## src/rtl/pipe_ctrl_pkg.sv

```systemverilog
// rtl/pipe_ctrl_pkg.sv - shared types and constants for the pipeline hazard controller
// Purpose: sequencer state encoding and default drain length.
// Ports: none (package).
package pipe_ctrl_pkg;

  typedef enum logic [1:0] {
    RUN    = 2'd0,
    DRAIN  = 2'd1,
    HALTED = 2'd2
  } pipe_state_e;

  // EX, MEM and WB must empty after the halt leaves ID.
  localparam int unsigned DRAIN_CYCLES_DEF = 3;

endpackage

```

## src/rtl/hazard_detect.sv

```systemverilog
// rtl/hazard_detect.sv - combinational load-use hazard comparator
// Purpose: flags a decode instruction that reads the destination of a load in EX.
// Ports:
//   id_rs_i, id_rs_vld_i : decode source A and its read flag
//   id_rt_i, id_rt_vld_i : decode source B and its read flag
//   ex_write_reg_i       : destination register of the EX instruction
//   ex_regwrt_i          : EX instruction writes a register
//   ex_memrd_i           : EX instruction is a load
//   lu_o                 : load-use hazard present
module hazard_detect (
  input  logic [2:0] id_rs_i,
  input  logic       id_rs_vld_i,
  input  logic [2:0] id_rt_i,
  input  logic       id_rt_vld_i,
  input  logic [2:0] ex_write_reg_i,
  input  logic       ex_regwrt_i,
  input  logic       ex_memrd_i,
  output logic       lu_o
);

  logic rs_hit;
  logic rt_hit;

  assign rs_hit = id_rs_vld_i && (id_rs_i == ex_write_reg_i);
  assign rt_hit = id_rt_vld_i && (id_rt_i == ex_write_reg_i);
  assign lu_o   = ex_memrd_i && ex_regwrt_i && (rs_hit || rt_hit);

endmodule

```

## src/rtl/pipe_hazard_ctrl.sv

```systemverilog
// rtl/pipe_hazard_ctrl.sv - stall/flush sequencer for the 5-stage pipeline
// Purpose: drives hold enables and NOP flushes for PC, IF/ID, ID/EX, EX/MEM and
// MEM/WB; resolves memory freezes, taken branches, load-use bubbles and halt
// draining; keeps saturating stall/flush counters.
// Ports:
//   clk, rst              : clock, synchronous active-low reset
//   id_*                  : decode sources, their read flags, and halt marker
//   ex_*                  : EX destination/write/load info and taken-branch redirect
//   fetch_stall/mem_stall : instruction / data memory not ready
//   *_en, *_flush         : pipeline register enables and NOP insertion
//   halted                : pipeline fully drained after halt
//   stall_cnt, flush_cnt  : saturating performance counters
module pipe_hazard_ctrl
  import pipe_ctrl_pkg::*;
#(
  parameter int unsigned DRAIN_CYCLES = DRAIN_CYCLES_DEF,
  parameter int unsigned CNT_W        = 16
) (
  input  logic             clk,
  input  logic             rst,
  input  logic [2:0]       id_rs,
  input  logic             id_rs_vld,
  input  logic [2:0]       id_rt,
  input  logic             id_rt_vld,
  input  logic             id_halt,
  input  logic [2:0]       ex_write_reg,
  input  logic             ex_regwrt,
  input  logic             ex_memrd,
  input  logic             ex_branch_taken,
  input  logic             fetch_stall,
  input  logic             mem_stall,
  output logic             pc_en,
  output logic             ifid_en,
  output logic             ifid_flush,
  output logic             idex_en,
  output logic             idex_flush,
  output logic             exmem_en,
  output logic             memwb_en,
  output logic             halted,
  output logic [CNT_W-1:0] stall_cnt,
  output logic [CNT_W-1:0] flush_cnt
);

  localparam int unsigned DCW = (DRAIN_CYCLES < 2) ? 1 : $clog2(DRAIN_CYCLES + 1);
  localparam logic [DCW-1:0] DRAIN_LOAD = DCW'(DRAIN_CYCLES);

  pipe_state_e      state_q, state_d;
  logic [DCW-1:0]   drain_q, drain_d;
  logic [CNT_W-1:0] stall_q, stall_d;
  logic [CNT_W-1:0] flush_q, flush_d;

  logic lu;
  logic freeze;
  logic stall_inc;
  logic flush_inc;

  hazard_detect u_hazard_detect (
    .id_rs_i        (id_rs),
    .id_rs_vld_i    (id_rs_vld),
    .id_rt_i        (id_rt),
    .id_rt_vld_i    (id_rt_vld),
    .ex_write_reg_i (ex_write_reg),
    .ex_regwrt_i    (ex_regwrt),
    .ex_memrd_i     (ex_memrd),
    .lu_o           (lu)
  );

  assign freeze = fetch_stall || mem_stall;

  // State, drain counter and performance counters.
  always_ff @(posedge clk) begin
    if (!rst) begin
      state_q <= RUN;
      drain_q <= '0;
      stall_q <= '0;
      flush_q <= '0;
    end else begin
      state_q <= state_d;
      drain_q <= drain_d;
      stall_q <= stall_d;
      flush_q <= flush_d;
    end
  end

  // Next state. A frozen cycle never advances the sequencer; in RUN a taken
  // branch or load-use bubble means the halt in ID is not yet committed.
  always_comb begin
    state_d = state_q;
    drain_d = drain_q;
    case (state_q)
      RUN: begin
        if (!freeze && !ex_branch_taken && !lu && id_halt) begin
          state_d = DRAIN;
          drain_d = DRAIN_LOAD;
        end
      end
      DRAIN: begin
        if (!freeze) begin
          if (drain_q <= DCW'(1)) begin
            state_d = HALTED;
            drain_d = '0;
          end else begin
            drain_d = drain_q - DCW'(1);
          end
        end
      end
      HALTED: begin
        state_d = HALTED;
      end
      default: begin
        state_d = RUN;
        drain_d = '0;
      end
    endcase
  end

  // Outputs and counter increment requests.
  always_comb begin
    pc_en      = 1'b0;
    ifid_en    = 1'b0;
    ifid_flush = 1'b0;
    idex_en    = 1'b0;
    idex_flush = 1'b0;
    exmem_en   = 1'b0;
    memwb_en   = 1'b0;
    halted     = 1'b0;
    stall_inc  = 1'b0;
    flush_inc  = 1'b0;
    case (state_q)
      HALTED: begin
        halted = 1'b1;
      end
      DRAIN: begin
        // Front end stays parked; bubbles follow the halt down the pipe.
        stall_inc = 1'b1;
        if (!freeze) begin
          idex_en    = 1'b1;
          idex_flush = 1'b1;
          exmem_en   = 1'b1;
          memwb_en   = 1'b1;
        end
      end
      default: begin
        if (freeze) begin
          stall_inc = 1'b1;
        end else if (ex_branch_taken) begin
          pc_en      = 1'b1;
          ifid_en    = 1'b1;
          ifid_flush = 1'b1;
          idex_en    = 1'b1;
          idex_flush = 1'b1;
          exmem_en   = 1'b1;
          memwb_en   = 1'b1;
          flush_inc  = 1'b1;
        end else if (lu) begin
          idex_en    = 1'b1;
          idex_flush = 1'b1;
          exmem_en   = 1'b1;
          memwb_en   = 1'b1;
          stall_inc  = 1'b1;
        end else begin
          // Normal flow, including the cycle the halt moves into ID/EX.
          pc_en    = 1'b1;
          ifid_en  = 1'b1;
          idex_en  = 1'b1;
          exmem_en = 1'b1;
          memwb_en = 1'b1;
        end
      end
    endcase
  end

  always_comb begin
    stall_d = stall_q;
    flush_d = flush_q;
    if (stall_inc && (stall_q != {CNT_W{1'b1}})) stall_d = stall_q + CNT_W'(1);
    if (flush_inc && (flush_q != {CNT_W{1'b1}})) flush_d = flush_q + CNT_W'(1);
  end

  assign stall_cnt = stall_q;
  assign flush_cnt = flush_q;

endmodule

```

## config.mk

```make
export PLATFORM = sky130hd
export DESIGN_NAME = pipe_hazard_ctrl
export DESIGN_NICKNAME = d
export VERILOG_FILES = /design/src/rtl/pipe_ctrl_pkg.sv /design/src/rtl/hazard_detect.sv /design/src/rtl/pipe_hazard_ctrl.sv
export SDC_FILE = /design/constraint.sdc
export NUM_CORES = 1
export LEC_CHECK = 0
export CORE_ASPECT_RATIO = 0.6
export CORE_MARGIN = 2
export CORE_UTILIZATION = 50
export CTS_CLUSTER_DIAMETER = 80
export DETAILED_ROUTE_END_ITERATION = 6
export GPL_ROUTABILITY_DRIVEN = 0
export GPL_TIMING_DRIVEN = 0
export PLACE_DENSITY_LB_ADDON = 0.05
export SETUP_SLACK_MARGIN = 0.2
export SKIP_CTS_REPAIR_TIMING = 1
export SLEW_MARGIN = 40
export SYNTH_ARGS = -nofsm -noshare
export SYNTH_HDL_FRONTEND = slang
export SYNTH_SLANG_ARGS = --single-unit
export TNS_END_PERCENT = 100
```

## constraint.sdc

```tcl
create_clock -name clk -period 3.89 [get_ports clk]
set_input_delay 0.778 -clock clk [delete_from_list [all_inputs] [get_ports clk]]
set_output_delay 0.778 -clock clk [all_outputs]
set_load 0.005 [all_outputs]
```

## Word level (Yosys, flattened, before mapping)

Cells that the tools add are included.

- $add $sub $neg: 3
- $mul: 0
- Div/mod/pow operators: 0
- $lt $le $gt $ge: 1
- Eq/ne operators: 9
- Shift operators: 0
- Muxes and demuxes: 25
- Bitwise logic cells: 1
- Reductions and logical operators: 18

Operator list:

| operator | count |
|---|---|
| 16-bit by 1-bit adder with 16-bit output, second input constant | 2 |
| 16-bit inequality test, second input constant | 2 |
| 1-bit 2-to-1 mux | 15 |
| 2-bit 2-to-1 mux | 6 |
| 2-bit case mux with 3 select lines | 2 |
| 1-bit logical AND | 9 |
| 3-bit equality test | 2 |
| 2-bit inequality test, second input constant | 3 |
| 3-bit AND reduction | 2 |
| 1-bit case mux with 2 select lines | 2 |
| 1-bit zero test | 3 |
| 2-bit by 1-bit equality test with 1-bit output, second input constant | 1 |
| 2-bit equality test, second input constant | 1 |
| 2-bit by 1-bit less-or-equal comparator with 1-bit output, second input constant | 1 |
| 2-bit zero test | 1 |
| 1-bit logical OR | 2 |
| 2-bit OR reduction | 1 |
| 2-bit by 1-bit subtractor with 2-bit output, second input constant | 1 |
| 1-bit NOT | 1 |

- Flip-flop bits (word level): 36
- Latch bits: 0
- Bits in writable memories: 0
- ROM bits: 0
- Input bits: 19
- Output and inout bits: 40
- Memories: 0

## Logic depth before layout (Yosys ltp)

Gate-level depths: netlist of the first run.

- Depth in word-level cells: 9
- Mapped depth: 10
- Gate-level depth less buffers: 8

## Cells and area by module

A second synthesis of the first run with hierarchy kept.

- Cell total of the unflattened synthesis: 255
- Area, all modules: 2,095.8 µm²

By module, submodules not included:

| module | times used | cells an instance | area an instance (µm²) |
|---|---|---|---|
| pipe_hazard_ctrl | 1 | 245 | 2,021.9 |
| hazard_detect | 1 | 10 | 73.8 |

## Worst setup path after synthesis of the first run

Ideal clock, no wire load.

- Kind: input to output
- Start point: input port ex_write_reg[1]
- End point: output port pc_en
- Arrival time: 1,671 ps
- Required time: 3,112 ps
- Slack: 1,441 ps
- Cell stages on the path: 5
- Buffers on the path: 1
- Cells stage by stage: xnor2_1 > nand4_1 > a21oi_1 > a21boi_0 > buf_4

- Cells in the longest elaborated chain, start to end: 8

Ends and longest elaborated chain:

| item | RTL line | RTL |
|---|---|---|
| start, declared | pipe_hazard_ctrl.sv:26 | `input logic [2:0] ex_write_reg,` |
| 3-bit equality test, on equally long branches | hazard_detect.sv:24, hazard_detect.sv:25 |  |
| 1-bit logical AND, on equally long branches | hazard_detect.sv:24, hazard_detect.sv:25 |  |
| 1-bit logical OR (*) | hazard_detect.sv:26 | `assign lu_o = ex_memrd_i && ex_regwrt_i && (rs_hit \|\| rt_hit);` |
| 1-bit logical AND (*) | hazard_detect.sv:26 |  |
| 1-bit 2-to-1 mux (*) (4 in a row) | - |  |
| end, declared | pipe_hazard_ctrl.sv:32 | `output logic pc_en,` |

Every way passes the cells marked *; elsewhere a longest branch is shown, timed or not.

## Worst setup path in the final report of the first run

- Start point: input port ex_write_reg[0]
- End point: output port idex_flush

- Cells in the longest elaborated chain, start to end: 8

Ends and longest elaborated chain:

| item | RTL line | RTL |
|---|---|---|
| 3-bit equality test, on equally long branches | hazard_detect.sv:24, hazard_detect.sv:25 |  |
| 1-bit logical AND, on equally long branches | hazard_detect.sv:24, hazard_detect.sv:25 |  |
| 1-bit logical OR (*) | hazard_detect.sv:26 |  |
| 1-bit logical AND (*) | hazard_detect.sv:26 |  |
| 1-bit 2-to-1 mux (*) | pipe_hazard_ctrl.sv:155 | `end else if (lu) begin` |
| 1-bit 2-to-1 mux (*) | pipe_hazard_ctrl.sv:146 | `end else if (ex_branch_taken) begin` |
| 1-bit 2-to-1 mux (*) | pipe_hazard_ctrl.sv:144 | `if (freeze) begin` |
| 1-bit case mux with 2 select lines (*) | pipe_hazard_ctrl.sv:129 | `case (state_q)` |
| end, declared | pipe_hazard_ctrl.sv:36 | `output logic idex_flush,` |

Marks and branches as above.

==> summary.md, run 1 <==
| Metric | Value |
|---|---|
| Commonest non-fill, non-tap cell in the layout | `clkdlybuf4s50_1` |
| Post-synthesis sequential area ratio | `33.3%` |
| Final Critical Period | `3520 ps` |
| Power Total | `1060 uW` |
| Nets | `349` |
| Area of the multi-input gates | `1340 sq um` |
| Filler instances | `358` |
| Reg-to-reg slack, setup | `1510 ps` |
| Post-Synthesis Net Count | `283` |
| Mapped Cells | `259` |
| Final Hold Viols | `0` |
| Area grow syn2layout | `36.2%` |
| Starting Density | `52.5%` |
| Tcrit/Tclk final | `90.5%` |
| Worst-Skew Late Latency | `290 ps` |
| Number of synthesized flops with an enable pin | `0` |
| Global router's overall resource usage | `23.8%` |
| IO Port Bufs | `58` |
| Netlist cell types | `51` |
| TritonCTS clock tree | `yes` |
| Post-Route Skew | `6.61 ps` |
| Rows | `18` |
| Number of global-route vias before repair | `1915` |
| CTS root buffer | `clkbuf_8` |
| DIE AREA | `4880 sq um` |
| Max-slew violations | `0` |
| Least-Margin Pin Slew | `667 ps` |
| Max-Cap Viols | `0` |
| P per Cell Area | `359 nW/um^2` |
| Most frequent cells in the layout | `58 x clkdlybuf4s50_1, 36 x dfxtp_1, 28 x nand2_1` |
| Yosys warns | `0` |
| Synthesis-stage register bit count | `36` |
| Outcome | `finished clean` |
| Asr flop ratio synth | `0%` |
| First-pass GRT wire length | `8.89 mm` |
| Register Area | `721 sq um` |
| Max_slew headroom | `55.1%` |
| Mean post-synth cell area | `8.35 sq um` |
| Crit path DAT | `2740 ps` |
| Max Freq | `284 MHz` |
| Initial antenna violation count | `0` |
| Leak Pwr | `0.000991 uW` |
| Total routed wirelength | `5.54 mm` |
| # DRC | `0` |
| Largest net degree at the start of global routing | `12` |
| Via-per-instance ratio | `5.81` |
| Antenna diodes | `0` |
| Cell area after layout | `2940 sq um` |
| Vias | `2243` |
| Final setup vio count | `0` |
| Initial drt markers | `220` |
| Die height | `54.9 microns` |
| Placed Area | `2820 sq um` |
| H-tree depth | `2` |
| Peak fanout along the critical path | `4` |
| WL/cell | `14.3 microns` |
| CP Capture Type | `output port` |
| Io pins | `59` |
| Grt total ovfl | `0` |
| Clock sink count | `36` |
| Max IR drop VDD | `0.000306 V` |
| Crit start category | `input pin` |
| Share of layout cells above drive strength 1 | `7.98%` |
| Hold Path Class | `register to register` |
| RSZ-0062 raised after global routing | `false` |
| Hpwl dp | `4.16 mm` |
| Drt pass-1 iters | `6` |
| Synth Flop Type | `dfxtp_1` |
| Post-route antenna net violation count | `0` |
| Chip width | `88.9 microns` |
| CORE AREA | `4120 sq um` |
| Num CTS Buffers | `5` |
| Setup TNS Final | `0 ps` |
| Worst EP required | `3110 ps` |
| Setup CP Type | `input pin to output port` |
| Clk pin slew, worst setup/hold paths | `70 ps` |
| Cell Area, Synth | `2160 sq um` |
| Clk buf depth | `2` |
-- registers in the layout, summed over array words and instances (netlist names) --
| signal | cells |
|---|---|
| stall_cnt | 16 |
| flush_cnt | 16 |
| drain_q | 2 |
| state_q | 2 |
-- cell usage after synthesis (2+ instances only) --
master / n / area [sq um]
xor2_1: 4 / 35.0
nor4_2: 2 / 25.0
ha_1: 5 / 62.6
nand3_1: 14 / 70.1
a31oi_1: 2 / 12.5
inv_1: 7 / 26.3
and2_1: 3 / 18.8
nor3_1: 8 / 40.0
or4_1: 9 / 67.6
o21ai_0: 3 / 15.0
nor2_1: 14 / 52.6
or3_1: 6 / 37.5
nor4_1: 5 / 31.3
xnor2_1: 11 / 96.3
and3_1: 3 / 18.8
a21oi_1: 22 / 110
nand4_1: 12 / 75.1
nand2b_1: 4 / 25.0
o21ai_1: 3 / 15.0
buf_4: 5 / 37.5
nand2_1: 28 / 105
and4_1: 4 / 35.0
dfxtp_1: 36 / 721
o31ai_1: 10 / 75.1
clkbuf_1: 6 / 22.5
mux2i_1: 7 / 70.1
nand4b_1: 2 / 17.5
-- metrics by stage --
| stage | setup slack [ps] | std cells | hold slack [ps] | utilization [%] |
|---|---|---|---|---|
| floorplan | 1440 | 259 | 451 | - |
| global placement | 346 | 377 | 464 | 68.4 |
| detailed placement | 290 | 377 | 478 | 68.4 |
| CTS | 288 | 385 | 492 | 71.0 |
| global route | 235 | 386 | 520 | 71.4 |
| finish | 369 | 386 | 487 | 71.4 |
-- final timing paths --
check,to,cells past startpoint,start
max,idex_flush,7,ex_write_reg[0]
min,state_q[0],2,state_q[0]
max reg2reg,stall_cnt[3],10,state_q[0]
min reg2reg,state_q[0],2,state_q[0]
-- routing by layer --
metal / global-route usage [%] / vias up / wire length (microns)
met5: 0 / - / 0
met1: 35.1 / 1045 / 2740
li1: - / 1100 / -
met4: 6.82 / 0 / 66
met2: 35.4 / 88 / 2380
met3: 4.60 / 10 / 346
-- cell type report --
| cell class | count | share of cell area [%] |
|---|---|---|
| clock buffers | 6 | 2.46 |
| repair buffers | 59 | 20.0 |
| plain buffers | 12 | 2.42 |
| multi-input cells | 202 | 45.6 |
| inverters | 9 | 1.32 |
| flip-flops and latches | 36 | 24.5 |
| clock inverters | 2 | 1.19 |
| well taps | 60 | 2.55 |
-- critical path: stages --
cell and delay, ps:
clkdlybuf4s50_1 540, xnor2_1 130, nand4_1 210, a21oi_2 250
nor3_1 60, nor4_1 210, clkdlybuf4s50_1 560
-- kinds of logic after synthesis --
group / Yosys count / share of synthesized area [%]
buffers and inverters: 21 / 5.09
XOR/XNOR: 15 / 6.08
flip-flops: 36 / 33.3
AND/OR/NAND/NOR: 122 / 33.4
multiplexers: 7 / 3.24
AO/OA/AOI/OAI: 53 / 16.0
adder cells (fa/ha/maj): 5 / 2.89
-- report_power, final --
| group | switching [uW] | total, uW | leakage (uW) | internal, uW |
|---|---|---|---|---|
| clock | 136 | 326 | 0.0000552 | 190 |
| sequential | 23.2 | 413 | 0.000291 | 389 |
| combinational | 173 | 318 | 0.000645 | 145 |
(Power assumes the default switching activity.)
==> inputs of run 2 (changes only) <==
--- a/config.mk
+++ b/config.mk
@@ -7,10 +7,10 @@
 export LEC_CHECK = 0
 export CORE_ASPECT_RATIO = 0.6
 export CORE_MARGIN = 2
-export CORE_UTILIZATION = 50
+export CORE_UTILIZATION = 48
 export CTS_CLUSTER_DIAMETER = 80
 export DETAILED_ROUTE_END_ITERATION = 6
-export GPL_ROUTABILITY_DRIVEN = 0
+export GPL_ROUTABILITY_DRIVEN = 1
 export GPL_TIMING_DRIVEN = 0
 export PLACE_DENSITY_LB_ADDON = 0.05
 export SETUP_SLACK_MARGIN = 0.2
==> constraint.sdc (replaced) <==
create_clock -name clk -period 3.7 [get_ports clk]
set_input_delay 0.74 -clock clk [delete_from_list [all_inputs] [get_ports clk]]
set_output_delay 0.74 -clock clk [all_outputs]
set_load 0.005 [all_outputs]
==> run 2 against run 1 <==
Net effect: sequential power grew 4.8%; design area grew 0.38%; count of clock-buffer cells in the layout grew 1; flip-flop and latch count is the same; non-clock buffer count is 1 higher; core utilization decreased by 1.3 points; worst setup slack worse by 69 ps; via count rose by 0.76%; global-route usage decreased by 0.99 points; critical path type unchanged; critical endpoint unchanged; highest routed layer unchanged.
==> summary.md, run 2 (synthesis gave the netlist of run 1 again) <==
| Metric | Value |
|---|---|
| Clk buf depth | `2 (unchanged)` |
| Placer Congestion | `0.843` |
| Die height | `56.0 microns (+1.9%)` |
| Cell family with most CP delay | `buffers and inverters` |
| Worst-Skew Late Latency | `290 ps (about the same)` |
| Final Hold Viols | `0 (unchanged)` |
| Area grow syn2layout | `36.7%` |
| Setup CP Type | `input pin to output port` |
| Leak Pwr | `0.00100 uW (+1.3%)` |
| RSZ-0062 raised after global routing | `false` |
| Via-per-instance ratio | `5.84 (+0.50%)` |
| CP max-delay cell | `clkdlybuf4s50_1` |
| Max IR drop VDD | `0.000293 V (-4.0%)` |
| Antenna diodes | `0 (unchanged)` |
| Cell area after layout | `2960 sq um (+0.38%)` |
| CP Capture Type | `output port` |
| Least-Margin Pin Slew | `689 ps (+22.0 ps)` |
| Power share of the combinational group | `31.4% (+1.3 points)` |
| WL/cell | `14.5 microns (+0.89%)` |
| TritonCTS clock tree | `yes` |
| Worst hold slack | `487 ps (-0.0350 ps)` |
| DIE AREA | `5070 sq um (+3.9%)` |
| Outcome | `finished clean` |
| Commonest non-fill, non-tap cell in the layout | `clkdlybuf4s50_1` |
| Int Power | `714 uW (-1.4%)` |
| H-tree depth | `2 (unchanged)` |
| Peak fanout along the critical path | `4 (unchanged)` |
| Rows | `18 (unchanged)` |
| Max incr delay on CP | `550 ps (about the same)` |
| CTS root buffer | `clkbuf_8` |
| Tcrit/Tclk final | `91.9%` |
| Worst EP required | `2960 ps (-150 ps)` |
| Critical-path cell list | `clkdlybuf4s50_1 -> xnor2_1 -> nand4_1 -> a21oi_2 -> nor3_1 -> nor4_1 -> clkdlybuf4s50_1` |
| Post-Route Skew | `10.8 ps (+4.22 ps)` |
| Switch share | `32.8% (+1.4 points)` |
| Largest net degree at the start of global routing | `12 (unchanged)` |
| Max-Cap Viols | `0 (unchanged)` |
| Final setup vio count | `0 (unchanged)` |
| Clock power frac | `27.8% (-3.1 points)` |
| Initial antenna violation count | `0 (unchanged)` |
| P per Cell Area | `360 nW/um^2 (+0.25%)` |
| Crit start category | `input pin` |
| Clock sink count | `36 (unchanged)` |
| # DRC | `0 (unchanged)` |
| IO Port Bufs | `58 (unchanged)` |
| Grt total ovfl | `0 (unchanged)` |
| Max Freq | `294 MHz` |
| CP most frequent cell | `clkdlybuf4s50_1` |
| Most frequent cells in the layout | `57 x clkdlybuf4s50_1, 36 x dfxtp_1, 28 x nand2_1` |
| Placed Area | `2820 sq um (unchanged)` |
| Crit path DAT | `2660 ps (-80 ps)` |
| Final Critical Period | `3400 ps` |
| Global router's overall resource usage | `22.8% (-0.99 points)` |
| Power Total | `1060 uW (+0.64%)` |
| Drt pass-1 iters | `4 (-2)` |
| Num CTS Buffers | `5 (unchanged)` |
| First-pass GRT wire length | `9.50 mm (+6.8%)` |
| Total routed wirelength | `5.60 mm (+1.2%)` |
| Max-slew violations | `0 (unchanged)` |
| Number of global-route vias before repair | `2047 (+6.9%)` |
| Io pins | `59 (unchanged)` |
| Nets | `350 (+0.29%)` |
| Share of layout cells above drive strength 1 | `8.87% (+0.89 points)` |
| Crit path buf inv count | `2 (unchanged)` |
| Max_slew headroom | `53.6% (-1.5 points)` |
| Chip width | `90.6 microns (+2.0%)` |
| Clk pin slew, worst setup/hold paths | `70 ps (about the same)` |
| Filler instances | `346 (-3.4%)` |
| Hpwl dp | `4.22 mm (+1.4%)` |
| Vias | `2260 (+0.76%)` |
| Hold Path Class | `register to register` |
| Flop pwr share | `40.8% (+1.7 points)` |
| Post-route antenna net violation count | `0 (unchanged)` |
| CORE AREA | `4210 sq um (+2.2%)` |
| Setup TNS Final | `0 ps (unchanged)` |
| Starting Density | `51.3% (-1.1 points)` |
| Initial drt markers | `176 (-20%)` |
| P_sw | `349 uW (+5.0%)` |
[run 2: routing by layer]
metal  up-vias  track usage (%)  share of wire (%)
met5         -                0                  0
li1       1108                -                  -
met3         4             4.74                4.5
met4         0             5.71               0.48
met2        66             33.0                 44
met1      1082             34.3                 51
[run 2: final cells by class]
class                   count  area, sq um  share of cell area (%)
plain buffers              12         71.3                    2.41
multi-input cells         202         1360                    45.9
clock buffers               7         86.3                    2.92
well taps                  60         75.1                    2.54
flip-flops and latches     36          721                    24.4
inverters                   9         38.8                    1.31
clock inverters             1         7.51                   0.254
repair buffers             60          598                    20.2
[run 2: power by group through the flow]
stage | registers, uW | logic [uW] | clock network, uW
floorplan | 439 | 204 | 0
global placement | 442 | 317 | 0
detailed placement | 442 | 324 | 0
CTS | 433 | 326 | 302
global route | 438 | 365 | 322
finish | 433 | 334 | 296
[run 2: through the flow]
stage / setup WS, ps / util (%) / std cells
floorplan: 1330 / - / 259
global placement: 228 / 66.9 / 377
detailed placement: 162 / 66.9 / 377
CTS: 171 / 69.1 / 385
global route: 215 / 70.2 / 387
finish: 300 / 70.2 / 387
[run 2: worst register-to-register path, delay by kind of cell, from the launching register on]
family	cells	cell delay, ps
and+or+nand+nor	2	660
buffers and inverters	4	610
DFF	1	360
adders and majority gates	1	350
AOI/OAI and AO/OA	3	330
[run 2: worst paths after layout]
path	startpoint	slack (ps)	depth (start not counted)	end
hold / removal	state_q[0]	490	2	state_q[0]
setup reg to reg	state_q[0]	1300	10	stall_cnt[2]
hold reg to reg	state_q[0]	490	2	state_q[0]
setup / recovery	ex_write_reg[0]	300	7	idex_flush
